## src/rtl/hog_svm_acc_pkg.sv

```systemverilog
// Shared HOG constants: default widths/sizes of the feature pipeline and
// the weight-ROM address width, plus the per-term tag carried down the MAC pipe.
package hog_svm_acc_pkg;

    localparam int unsigned HOG_FEA_W       = 12;
    localparam int unsigned HOG_W_W         = 16;
    localparam int unsigned HOG_FEA_PER_BLK = 36;
    localparam int unsigned HOG_BLK_PER_WIN = 105;
    localparam int unsigned HOG_ACC_W       = 40;
    localparam int unsigned HOG_WADDR_W     = 12;

    // Window position of a term: first term loads bias, last term publishes the score.
    typedef struct packed {
        logic first;
        logic last;
    } term_tag_t;

endpackage

```

## src/rtl/hog_svm_acc_mac_stage.sv

```systemverilog
// Registered signed multiply of an unsigned feature by a signed weight,
// with the term's valid and window tag carried alongside.
module mac_stage
    import hog_svm_acc_pkg::*;
#(
    parameter int unsigned FEA_W = HOG_FEA_W,
    parameter int unsigned W_W   = HOG_W_W
) (
    input  logic                           clk,
    input  logic                           rst,
    input  logic                           kill,
    input  logic                           in_valid,
    input  term_tag_t                      in_tag,
    input  logic [FEA_W-1:0]               fea,
    input  logic signed [W_W-1:0]          w_data,
    output logic                           out_valid,
    output term_tag_t                      out_tag,
    output logic signed [FEA_W+W_W-1:0]    prod
);

    localparam int unsigned P_W = FEA_W + W_W;

    logic signed [P_W-1:0] fea_ext;
    logic signed [P_W-1:0] w_ext;
    logic signed [P_W-1:0] prod_d, prod_q;
    logic                  valid_d, valid_q;
    term_tag_t             tag_d, tag_q;

    // Feature is zero-extended, weight sign-extended; the product always fits P_W bits.
    always_comb begin
        fea_ext = {{W_W{1'b0}}, fea};
        w_ext   = {{FEA_W{w_data[W_W-1]}}, w_data};
        prod_d  = fea_ext * w_ext;
        valid_d = in_valid && !kill;
        tag_d   = in_tag;
    end

    always_ff @(posedge clk) begin
        if (!rst) begin
            valid_q <= 1'b0;
        end else begin
            valid_q <= valid_d;
        end
    end

    // Data path left without reset so it maps cleanly onto a DSP output register.
    always_ff @(posedge clk) begin
        prod_q <= prod_d;
        tag_q  <= tag_d;
    end

    assign out_valid = valid_q;
    assign out_tag   = tag_q;
    assign prod      = prod_q;

endmodule

```

## src/rtl/hog_svm_acc.sv

```systemverilog
// Linear-SVM scorer for one HOG detection window: streams features, fetches
// the matching weight from an external ROM, and accumulates bias + sum(f*w).
module hog_svm_acc
    import hog_svm_acc_pkg::*;
#(
    parameter int unsigned FEA_W       = HOG_FEA_W,
    parameter int unsigned W_W         = HOG_W_W,
    parameter int unsigned FEA_PER_BLK = HOG_FEA_PER_BLK,
    parameter int unsigned BLK_PER_WIN = HOG_BLK_PER_WIN,
    parameter int unsigned ACC_W       = HOG_ACC_W
) (
    input  logic                          clk,
    input  logic                          rst,
    input  logic                          clear,
    input  logic [FEA_W-1:0]              fea,
    input  logic                          i_valid,
    input  logic signed [ACC_W-1:0]       bias,
    output logic [HOG_WADDR_W-1:0]        w_addr,
    input  logic signed [W_W-1:0]         w_data,
    output logic signed [ACC_W-1:0]       score,
    output logic                          detect,
    output logic                          o_valid
);

    localparam int unsigned P_W  = FEA_W + W_W;
    localparam int unsigned FI_W = (FEA_PER_BLK > 1) ? $clog2(FEA_PER_BLK) : 1;
    localparam int unsigned BI_W = (BLK_PER_WIN > 1) ? $clog2(BLK_PER_WIN) : 1;

    logic [FI_W-1:0]         fea_idx_q, fea_idx_d;
    logic [BI_W-1:0]         blk_idx_q, blk_idx_d;
    logic [FEA_W-1:0]        fea_s1_q, fea_s1_d;
    logic                    v1_q, v1_d;
    term_tag_t               tag1_q, tag1_d;
    logic signed [ACC_W-1:0] acc_q, acc_d;
    logic signed [ACC_W-1:0] score_q, score_d;
    logic                    detect_q, detect_d;
    logic                    o_valid_q, o_valid_d;

    logic                    accept;
    logic                    last_fea;
    logic                    last_blk;
    logic                    v2;
    term_tag_t               tag2;
    logic signed [P_W-1:0]   prod;
    logic signed [ACC_W-1:0] prod_ext;

    // Flat window index counters and S1 capture of the feature.
    always_comb begin
        accept   = i_valid && !clear;
        last_fea = (fea_idx_q == FI_W'(FEA_PER_BLK - 1));
        last_blk = (blk_idx_q == BI_W'(BLK_PER_WIN - 1));

        fea_idx_d    = fea_idx_q;
        blk_idx_d    = blk_idx_q;
        fea_s1_d     = fea_s1_q;
        v1_d         = accept;
        tag1_d.first = (fea_idx_q == '0) && (blk_idx_q == '0);
        tag1_d.last  = last_fea && last_blk;

        if (clear) begin
            fea_idx_d = '0;
            blk_idx_d = '0;
        end else if (accept) begin
            fea_s1_d = fea;
            if (last_fea) begin
                fea_idx_d = '0;
                blk_idx_d = last_blk ? '0 : blk_idx_q + BI_W'(1);
            end else begin
                fea_idx_d = fea_idx_q + FI_W'(1);
            end
        end

        w_addr = HOG_WADDR_W'(blk_idx_q) * HOG_WADDR_W'(FEA_PER_BLK) + HOG_WADDR_W'(fea_idx_q);
    end

    mac_stage #(
        .FEA_W (FEA_W),
        .W_W   (W_W)
    ) u_mac (
        .clk       (clk),
        .rst       (rst),
        .kill      (clear),
        .in_valid  (v1_q),
        .in_tag    (tag1_q),
        .fea       (fea_s1_q),
        .w_data    (w_data),
        .out_valid (v2),
        .out_tag   (tag2),
        .prod      (prod)
    );

    // S3: accumulate; the last term publishes in the same edge, so a following
    // window's first term can reload the accumulator without touching score.
    always_comb begin
        prod_ext  = {{(ACC_W - P_W){prod[P_W-1]}}, prod};
        acc_d     = acc_q;
        score_d   = score_q;
        detect_d  = detect_q;
        o_valid_d = 1'b0;

        if (v2 && !clear) begin
            acc_d = tag2.first ? (bias + prod_ext) : (acc_q + prod_ext);
            if (tag2.last) begin
                score_d   = acc_d;
                detect_d  = !acc_d[ACC_W-1] && (acc_d != '0);
                o_valid_d = 1'b1;
            end
        end
    end

    always_ff @(posedge clk) begin
        if (!rst) begin
            fea_idx_q <= '0;
            blk_idx_q <= '0;
            fea_s1_q  <= '0;
            v1_q      <= 1'b0;
            tag1_q    <= '0;
            acc_q     <= '0;
            score_q   <= '0;
            detect_q  <= 1'b0;
            o_valid_q <= 1'b0;
        end else begin
            fea_idx_q <= fea_idx_d;
            blk_idx_q <= blk_idx_d;
            fea_s1_q  <= fea_s1_d;
            v1_q      <= v1_d;
            tag1_q    <= tag1_d;
            acc_q     <= acc_d;
            score_q   <= score_d;
            detect_q  <= detect_d;
            o_valid_q <= o_valid_d;
        end
    end

    assign score   = score_q;
    assign detect  = detect_q;
    assign o_valid = o_valid_q;

endmodule
```

## config.mk

```make
export PLATFORM = sky130hd
export DESIGN_NAME = hog_svm_acc
export DESIGN_NICKNAME = d
export VERILOG_FILES = /design/src/rtl/hog_svm_acc_pkg.sv /design/src/rtl/hog_svm_acc_mac_stage.sv /design/src/rtl/hog_svm_acc.sv
export SDC_FILE = /design/constraint.sdc
export NUM_CORES = 1
export LEC_CHECK = 0
export CELL_PAD_IN_SITES_DETAIL_PLACEMENT = 1
export CELL_PAD_IN_SITES_GLOBAL_PLACEMENT = 1
export CORE_MARGIN = 2
export CORE_UTILIZATION = 49
export DETAILED_ROUTE_END_ITERATION = 6
export HOLD_SLACK_MARGIN = 0.03
export PLACE_DENSITY = 0.92
export SETUP_SLACK_MARGIN = 0.02
export SLEW_MARGIN = 25
export SYNTH_ARGS = -nofsm -noshare
export SYNTH_HDL_FRONTEND = slang
export SYNTH_HIERARCHICAL = 1
export SYNTH_SLANG_ARGS = --single-unit
```

## constraint.sdc

```tcl
create_clock -name clk -period 10.7 [get_ports clk]
set_input_delay 2.14 -clock clk [delete_from_list [all_inputs] [get_ports clk]]
set_output_delay 2.14 -clock clk [all_outputs]
set_load 0.05 [all_outputs]
```

Word-level counts from Yosys, hierarchy flattened
Index checks and enable logic that the tools add are counted.
{"block": "word_totals", "register_bits": 141, "input_bits": 72, "output_inout_bits": 54, "elab_cells": 45}
{"block": "op_classes", "addsub": 5, "multipliers": 2, "n_eq_ne": 2, "n_mux": 4, "bitwise": 2, "n_reduce_logical": 16}
{"cell": "40-bit by 28-bit adder with 40-bit output", "n": 2}
{"cell": "40-bit 2-to-1 mux", "n": 1}
{"cell": "40-bit nonzero test", "n": 1}
{"cell": "13-bit by 16-bit multiplier with 28-bit output", "n": 1}
{"cell": "12-bit by 6-bit adder with 12-bit output", "n": 1}
{"cell": "7-bit by 4-bit multiplier with 10-bit output (second input constant)", "n": 1}
{"cell": "2-bit AND reduction", "n": 4}
{"cell": "7-bit by 1-bit adder with 7-bit output (second input constant)", "n": 1}
{"cell": "7-bit == test (second input constant)", "n": 1}
{"cell": "7-bit logical NOT", "n": 1}
{"cell": "7-bit 2-to-1 mux", "n": 1}
{"cell": "6-bit by 1-bit adder with 6-bit output (second input constant)", "n": 1}
{"cell": "6-bit == test (second input constant)", "n": 1}
{"cell": "1-bit logical AND", "n": 6}
{"cell": "6-bit logical NOT", "n": 1}
{"cell": "6-bit 2-to-1 mux", "n": 1}
{"cell": "1-bit logical NOT", "n": 2}
{"cell": "1-bit NOT", "n": 2}
{"cell": "2-bit OR reduction", "n": 1}
{"cell": "1-bit 2-to-1 mux", "n": 1}

Depth between registers and ports, before layout
{"block": "logic_depth", "depth_word": 4, "ltp_mapped": 20, "mapped_depth_nobuf": 20}

Cells and area by module
Netlist, hierarchy kept.
{"mod": "mac_stage", "instances": 1, "cells_per_inst": 883, "area_each_um2": 7870.0, "seq_area_each_um2": 620.6}
{"mod": "hog_svm_acc", "instances": 1, "cells_per_inst": 988, "area_each_um2": 7522.2, "seq_area_each_um2": 2202.1}

Worst setup path before layout
Ideal clock, no wire load.
{"block": "synth_path", "path_kind": "input-to-reg", "startpoint": "input port w_data[15]", "endpoint": "register u_mac.prod_q[26], in the netlist u_mac/prod[26]", "setup_ps": 120, "arrival_ps": 6890, "required_ps": 10580, "path_slack_ps": 3691, "path_stages": 18, "n_path_buf": 1, "path_cell_list": "clkbuf_1 nand2_1 fa_1 fa_1 inv_1 fa_1 fa_1 inv_1 fa_1 inv_1 ha_1 and4_1 and2_1 and4_1 a22o_1 a211oi_2 a211oi_1 a211o_1"}
{"block": "synth_between", "elab_chain_cells": 1}
{"item": "start, declared", "line": "hog_svm_acc.sv:19", "rtl": "input logic signed [W_W-1:0] w_data,"}
{"item": "13-bit by 16-bit multiplier with 28-bit output", "line": "hog_svm_acc_mac_stage.sv:33", "rtl": "prod_d = fea_ext * w_ext;"}
{"item": "via u_mac.prod_d[26]", "line": "hog_svm_acc_mac_stage.sv:25", "rtl": "logic signed [P_W-1:0] prod_d, prod_q;"}
{"item": "end signal, assigned", "line": "hog_svm_acc_mac_stage.sv:48", "rtl": "prod_q <= prod_d;"}
{"item": "end, declared", "line": "hog_svm_acc_mac_stage.sv:25"}
The timed path passes the listed nets, and every way through them passes these cells.
A chain may end at the register's enable or synchronous reset.

Final worst setup path
Same ends and word-level chain as after synthesis.

==> results.yml <==
final_layout:
  final_cell_mix: "nand2_1, inv_1, fa_1, a21oi_1, dfxtp_1"
  fin_cells: 2351
  areaGrowthSynthToFinish_pct: 13.3
  final_common_cell: "nand2_1"
  drive_gt1_frac: 0.0542
  final_util: 0.567
  num-fill-cells: 3654
  final_nets: 2310
routing:
  wl_per_cell_um: 21.8
  first_pass_iters: 5
  drt_iter0_drc: 755
  ant_nets: 0
  route.detailed.drc: 0
  avgViaCountPerCell: 5.74
  routed_wl_mm: 51.3
  vias: 13500
grt:
  grt_max_degree: 69
  antenna_found_initial: 0
  grt_overflow: 0
  globalRouteTotalUtil: 0.321
  grt_pass1_wl_mm: 82.5
  grt_pass1_vias: 15200
timing:
  fin_crit_ps: 7720
  rsz0062_at_grt: "false"
  finClkSkew_ps: 16.3
  hold_viol: 0
  slew_viol_final: 0
  clock.fmax_mhz: 129
  worst_pin_slew_ps: 987
  slew_headroom: 0.340
  holdWs_ps: 330
  setup_violations: 0
  tns_ps: 0
  finalCritPeriodShare: 0.722
synthesis:
  ys_ff_latch: 141
  synth.cell_area_um2: 15400
  async_reset_ff_frac: 0
  synthCells: 1871
  syn_nets: 2240
  ys_types: 74
  syn_area_per_cell_um2: 8.23
  yosysSeqAreaShare: 0.183
  synth.yosys.warnings: 6
  synth-edff-count: 0
  synth_ff_type: "dfxtp_1"
floorplan:
  dieArea_um2: 32800
  ioPinCount: 126
  start_util: 0.501
  rows: 64
  core_um2: 30700
  die_w_um: 181
  die_h_um: 181
place:
  gp_congestion: 0.895
  dp.cells: 2318
  io_buffers: 125
  place.detailed.hpwl_mm: 39.5
clocking:
  clock_latency_ps: 440
  cts-root-buf: "clkbuf_16"
  post_cts_resized: 0
  postCtsHoldBufs: 0
  post_cts_buffers: 0
  cts_tree: "done"
  cts_max_level: 4
  cts_inserted_buffers: 17
  cts.clk_slew.worst_paths_ps: 60
  cts_sinks: 141
  clockBufferDepth: 2
worst_setup_path:
  crit_arrival_ps: 8040
  crit_type: "input port to flop"
  crit_required_ps: 11020
  start_kind: "input port"
  worstSetupEndpointType: "flop"
  cp_max_fo: 12
pwr:
  max-vdd-ir-drop_uv: 138
  power.density_nw_per_um2: 139
  p_leak_nw: 7.87
outcome:
  status: "finished, final reports clean"
min_path:
  hp-class: "flop to flop"
run:
  max_cap_violations: 0
worst max-delay path: stages:
cell and delay (ps):
clkdlybuf4s50_1 760, and2_1 260, inv_1 80, fa_1 550, fa_1 530, fa_1 530
inv_1 90, fa_1 600, inv_1 70, fa_1 480, inv_1 40, ha_1 370
and4_1 270, and2_1 190, and4_1 190, a22o_1 190, a211oi_2 320, a211oi_1 140
a211o_1 250
registers in the layout (all words and copies together), names as in the netlist:
| signal | count |
|---|---|
| acc_q | 40 |
| blk_idx_q | 7 |
| detect | 1 |
| fea_idx_q | 6 |
| fea_s1_q | 12 |
| o_valid | 1 |
| score | 40 |
| tag1_q | 2 |
| u_mac/out_tag | 2 |
| u_mac/out_valid | 1 |
| u_mac/prod | 28 |
| v1_q | 1 |
per-layer routing:
metal | up-vias | track usage | wire (um)
met2 | 480 | 0.587 | 26300
li1 | 6143 | - | -
met3 | 128 | 0.0532 | 2580
met5 | - | 0 | 0
met4 | 0 | 0.122 | 1790
met1 | 6745 | 0.374 | 20700
cell families after synthesis:
family	after synthesis	share of synthesized area
AND/OR/NAND/NOR	635	0.195
buffers and inverters	362	0.0903
AO/OA/AOI/OAI	317	0.129
adder cells (fa/ha/maj)	297	0.328
flip-flops	141	0.183
XOR/XNOR	77	0.0438
multiplexers	42	0.0305
power by group:
part,total [W],switching (W),internal [W],leakage [nW]
clock network,0.000595,0.000264,0.000331,0.286
logic,0.00121,0.000760,0.000447,6.44
registers,0.000615,0.0000420,0.000573,1.15
total,0.00242,0.00107,0.00135,7.87
stage by stage:
| stage | power (W) | setup WS (ps) | area, um^2 |
|---|---|---|---|
| 2_1_floorplan | 0.00146 | 3690 | 15400 |
| 3_3_place_gp | 0.00173 | 2950 | 16900 |
| 3_5_place_dp | 0.00179 | 2640 | 16900 |
| 4_1_cts | 0.00240 | 3000 | 17400 |
| 5_1_grt | 0.00258 | 2830 | 17400 |
| 6_report | 0.00242 | 2980 | 17400 |
synth_stat cells, drive strengths merged, types with 3 or more instances:
cell     instances  area share
inv            281       0.069
o211a            3      0.0020
dfxtp          141        0.18
xor2            31       0.018
o311ai           5      0.0033
o21ai           53       0.017
mux2i            3      0.0020
a21o            21       0.010
and2           110       0.045
o21a            11      0.0054
fa             178        0.23
or3b             3      0.0017
a21oi          147       0.048
ha             119       0.097
nor2            96       0.023
nor4             5      0.0020
or2              5      0.0020
o211ai           5      0.0024
nand2          307       0.075
or3              4      0.0016
xnor2           46       0.026
o41ai            3      0.0017
or4              7      0.0034
and4             6      0.0034
a31oi            5      0.0020
a2111oi          4      0.0023
nand2b           9      0.0037
o21bai           8      0.0041
a21boi          14      0.0071
nand4           14      0.0057
a211oi          18       0.011
clkbuf          62       0.015
a211o            4      0.0023
buf             19      0.0067
nand3           17      0.0055
nor3            26      0.0091
and3             8      0.0033
nor2b           10      0.0050
mux2            39       0.029
area by class of cell:
| class | count | area (um^2) | share of cell area |
|---|---|---|---|
| multi-input combinational | 1368 | 11200 | 0.641 |
| sequential | 141 | 2820 | 0.162 |
| timing repair buffer | 132 | 1300 | 0.0748 |
| inverter | 281 | 1050 | 0.0605 |
| tap | 396 | 495 | 0.0284 |
| clock buffer | 18 | 439 | 0.0252 |
| clock inverter | 14 | 133 | 0.00761 |
| antenna | 1 | 2.50 | 0.000144 |
final timing paths:
kind	slack (ps)	to	cells past startpoint	start
worst max-delay path	2980	u_mac/prod[26]	19	w_data[15]
worst min-delay path	330	u_mac/out_tag[1]	0	tag1_q[1]
worst max register to register	4640	u_mac/prod[26]	18	fea_s1_q[2]
worst min register to register	330	u_mac/out_tag[1]	0	tag1_q[1]
Note: power is estimated with default switching activity, not from simulation.
